--- config.mk ---
export PLATFORM = sky130hd
export DESIGN_NAME = nibble_out_fifo
export DESIGN_NICKNAME = d
export VERILOG_FILES = /design/src/rtl/nibble_out_fifo.sv
export SDC_FILE = /design/constraint.sdc
export NUM_CORES = 1
export LEC_CHECK = 0
export CAP_MARGIN = 20
export CORE_MARGIN = 1
export CORE_UTILIZATION = 51
export CTS_CLUSTER_SIZE = 28
export DETAILED_ROUTE_END_ITERATION = 10
export HOLD_SLACK_MARGIN = 0.06
export PLACE_DENSITY_LB_ADDON = 0.05
export SYNTH_ARGS = -nofsm -noshare
export SYNTH_HDL_FRONTEND = slang
export SYNTH_SLANG_ARGS = --single-unit
--- constraint.sdc ---
create_clock -name clk -period 2.5 [get_ports clk]
set_input_delay 0.375 -clock clk [delete_from_list [all_inputs] [get_ports clk]]
set_output_delay 0.375 -clock clk [all_outputs]
set_load 0.005 [all_outputs]
--- src/rtl/nibble_out_fifo.sv ---
// Show-ahead FIFO that queues processor output-port writes as {port, data} entries
// for a downstream consumer, with sticky overflow and illegal-port flags.
module nibble_out_fifo #(
  parameter int N     = 4,
  parameter int DEPTH = 8
) (
  input  logic                     clk,
  input  logic                     reset,
  input  logic                     wr_en,
  input  logic [1:0]               wr_port,
  input  logic [N-1:0]             wr_data,
  input  logic                     clr,
  input  logic                     rd_ready,
  output logic                     rd_valid,
  output logic [1:0]               rd_port,
  output logic [N-1:0]             rd_data,
  output logic [$clog2(DEPTH):0]   count,
  output logic                     full,
  output logic                     empty,
  output logic                     overflow,
  output logic                     bad_port
);

  localparam int AW = $clog2(DEPTH);
  localparam int CW = AW + 1;
  localparam logic [AW:0] FULL_CNT = CW'(DEPTH);

  logic [N+1:0]  mem [DEPTH];
  logic [AW-1:0] wptr;
  logic [AW-1:0] rptr;
  logic [N+1:0]  head;
  logic          wr_legal;
  logic          do_push;
  logic          do_pop;

  assign full     = (count == FULL_CNT);
  assign empty    = (count == '0);
  assign rd_valid = !empty;

  // A pop in the same cycle frees a slot, so a full FIFO can still accept a write.
  assign wr_legal = wr_en && (wr_port != 2'd3);
  assign do_pop   = rd_valid && rd_ready;
  assign do_push  = wr_legal && (!full || do_pop);

  always_ff @(posedge clk or negedge reset) begin
    if (!reset) begin
      wptr     <= '0;
      rptr     <= '0;
      count    <= '0;
      overflow <= 1'b0;
      bad_port <= 1'b0;
    end else if (clr) begin
      wptr     <= '0;
      rptr     <= '0;
      count    <= '0;
      overflow <= 1'b0;
      bad_port <= 1'b0;
    end else begin
      if (do_push) begin
        wptr <= wptr + AW'(1);
      end
      if (do_pop) begin
        rptr <= rptr + AW'(1);
      end
      if (do_push && !do_pop) begin
        count <= count + CW'(1);
      end else if (!do_push && do_pop) begin
        count <= count - CW'(1);
      end
      if (wr_legal && full && !do_pop) begin
        overflow <= 1'b1;
      end
      if (wr_en && (wr_port == 2'd3)) begin
        bad_port <= 1'b1;
      end
    end
  end

  // Storage is not reset; the pointers and count alone decide which entries are live.
  always_ff @(posedge clk) begin
    if (reset && !clr && do_push) begin
      mem[wptr] <= {wr_port, wr_data};
    end
  end

  assign head    = mem[rptr];
  assign rd_port = rd_valid ? head[N+1:N] : 2'd0;
  assign rd_data = rd_valid ? head[N-1:0] : '0;

endmodule

==> summary.txt <==
GRT
  – First-pass GRT wire length: 8580 um
  – Antenna violations before repair: 0
  – Largest net degree at the start of global routing: 15
  – Met3 usage in global routing: 5.28%
  – GRT met1 Usage: 27.6%
  – Global-route usage over all layers: 23.1%
  – Vias in the first global route: 1737
  – Total grt overflow: 0
  – Met2 usage: 38.7%
  – Busiest grt layer: met2

Floorplan
  – Chip Height: 74.2 um
  – Row Count: 25
  – Total die area: 5500 um2
  – Die Wd: 74.2 um
  – Initial Utilization: 54.4%
  – Core Region: 4880 um2
  – IO Count: 26

STA
  – Final Cycle Share: 96.0%
  – Rel. slew slack: 55.9%
  – Maximum clock frequency: 416 MHz
  – Setup Skew: 0.00589 ns
  – Fin. max-slew vios: 0
  – Worst slew pin tran: 0.654 ns
  – Final Worst Setup Slack: 0.0988 ns
  – Final Critical Period: 2.40 ns
  – Final-report setup violation count: 0
  – Final hold viol count: 0
  – RSZ-0062 raised after global routing: false

Synth
  – #FFs+latches synth: 60
  – Async set-reset flop share out of synthesis: 20.0%
  – Warning count from the yosys run: 0
  – Share of the synthesized area in the top cell type: 54.3%
  – Syn Area/Cell: 15.9 um2
  – Number of flops mapped to enable cells by yosys: 48
  – Main flop type after synthesis: edfxtp_1
  – Biggest area consumer among synthesized cells: edfxtp_1
  – Synth Net Count: 183
  – Mapped cell area: 2660 um2
  – Synth Instances: 167
  – Seq/Total Area, Yosys: 65.6%
  – Top cells by area, synth: edfxtp_1 (54%), dfrtp_1 (11%), mux4_2 (10%)
  – Post-synth cell types: 39

Placement
  – Post-Place Setup Slack: -0.339 ns
  – HPWL after DPL: 3830 um
  – Routability cong.: 0.834
  – Inst Count DP: 280
  – Port Buffers: 25

Critical path
  – Worst Path Max Fanout: 6
  – Slowest CP cell: clkdlybuf4s50_1
  – R2R Path Start: count[2]
  – Worst-case reg-to-reg path depth: 8
  – Cell family with most CP delay: buffers and inverters
  – Bufs and invs on worst path: 2
  – Crit end category: output port
  – CP startpoint kind: register
  – Flop-to-flop setup slack: 0.1 ns
  – RR Endpoint: count[3]
  – CP cell instances: or3_4 -> nor2_2 -> buf_4 -> clkdlybuf4s50_1
  – Setup Crit Path Kind: reg -> out
  – Worst path arrival time: 2.03 ns
  – Worst EP required: 2.12 ns
  – CP max stage delay: 0.51 ns

Pwr
  – Maximum VDD drop: 0.500 mV
  – Power per Cell Area: 974 nW/um2
  – Total power: 3360 uW
  – Lkg Pwr: 0.00128 uW

Cells and area
  – Layout Nets: 241
  – Layout area overhead: 29.9%
  – ANT cells: 0
  – Layout fillers: 350
  – Layout cells sized above 1: 30.0%
  – Fin cells: 297

Detailed routing
  – WL/cell: 18.5 um
  – Via count: 1654
  – Detailed-router iteration count before antenna repair: 4
  – Routed WL: 5490 um
  – DR DRC count: 0
  – Post-route ant nets: 0
  – Via density: 5.57
  – Iter 0 DRT Violations: 136

Clocking
  – Htree depth: 3
  – Clk buf depth: 2
  – Clock root buffer: clkbuf_8
  – Worst skew pair latency: 0.33 ns
  – TritonCTS clock tree: yes
  – CTS Buf Count: 9
  – Reg clk slew, reported paths: 0.06 ns
  – Clock Sinks: 60

Worst hold path
  – Hold Crit Class: in -> async

Status
  – Status: finished, final reports clean

Flow run
  – Max_cap viols: 0
worst max-delay path by stage:
stage	start	end	slack, ns	depth (start not counted)
3_5_place_dp	wr_en	count[3]	-0.34	9
2_1_floorplan	count[2]	count[3]	0.0007	8
5_1_grt	rptr[0]	rd_data[1]	0.005	5
6_report	count[2]	empty	0.1	4
3_3_place_gp	wr_en	count[3]	-0.13	9
4_1_cts	count[2]	count[3]	0.01	8
state kept, by name, indices dropped and copies added (netlist names):
signal    cells
bad_port      1
wptr          3
overflow      1
mem          48
rptr          3
count         4
final cells by class:
class | count | area (um2) | area share (%)
Clock inverter | 7 | 91.3 | 2.65
Timing Repair Buffer | 53 | 485 | 14.1
Multi-Input combinational cell | 93 | 892 | 25.9
Clock buffer | 9 | 124 | 3.59
Tap cell | 67 | 83.8 | 2.43
Inverter | 8 | 30.0 | 0.871
Sequential cell | 60 | 1740 | 50.5
per-stage QoR:
stage	setup TNS [ns]	utilization, %	cell area [um2]	hold WS [ns]
floorplan	0	-	2660	0.0794
global placement	-0.125	65.3	3190	0.487
detailed placement	-0.339	65.3	3190	0.494
CTS	0	69.8	3410	0.373
global route	0	70.7	3450	0.398
finish	0	70.7	3450	0.396
report_power, final:
part           switching, uW  internal, uW  leakage [uW]
combinational            574           691      0.000583
clock                    375           555      0.000101
sequential              34.5          1130      0.000593
placed cells by master (no fill, tap or decap), types with 2 or more instances in the layout:
master / synthesis / layout
a21oi_1: 6 / 5
a31oi_1: 2 / 2
buf_4: 0 / 27
bufinv_16: 0 / 2
clkbuf_8: 0 / 9
clkdlybuf4s50_1: 0 / 20
clkinv_1: 0 / 2
clkinvlp_4: 0 / 2
dfrtp_1: 12 / 11
dlymetal6s2s_1: 0 / 5
edfxtp_1: 48 / 48
ha_1: 4 / 3
inv_1: 8 / 8
mux2i_1: 7 / 7
mux4_2: 12 / 12
nand2_1: 4 / 4
nand3_1: 2 / 2
nor2_1: 19 / 18
nor2_2: 1 / 2
nor3_1: 3 / 3
o21ai_0: 5 / 5
or3_1: 3 / 2
xnor2_1: 3 / 3
xor2_1: 2 / 2
worst register-to-register path, cell delays in order (launching register included):
cell and delay, ns:
dfrtp_2 0.40, or3_4 0.42, a211oi_4 0.24, inv_1 0.13
ha_4 0.24, a21oi_2 0.16, nand2_1 0.09, or4_1 0.48
a31oi_1 0.17
per-layer routing:
metal / share of wire [%] / wire, um
met5: 0 / 0
met2: 51 / 2820
met4: 2.1 / 116
met3: 5.8 / 317
met1: 41 / 2240
Yosys cell counts, drive strengths merged, types with 3 or more instances:
master / number
ha: 4
xnor2: 3
nor2: 20
mux4: 12
nand2: 4
o21ai: 5
a21oi: 6
edfxtp: 48
buf: 3
inv: 8
clkbuf: 3
mux2i: 7
or3: 3
nor4b: 3
nor3: 3
dfrtp: 12
logic make-up after synthesis:
logic type               share of synthesized area [%]
XOR/XNOR                                          1.65
multiplexers                                      13.2
adder cells (fa/ha/maj)                           2.64
buffers and inverters                             2.07
flip-flops                                        65.6
AO/OA/AOI/OAI                                     5.75
AND/OR/NAND/NOR                                   9.09
timing repair:
action,in CTS,in global routing
resized for setup,2,7
hold buffers,0,0
buffers inserted,0,1
setup endpoints to repair,6,7
Power figures use the tool's default switching activity.
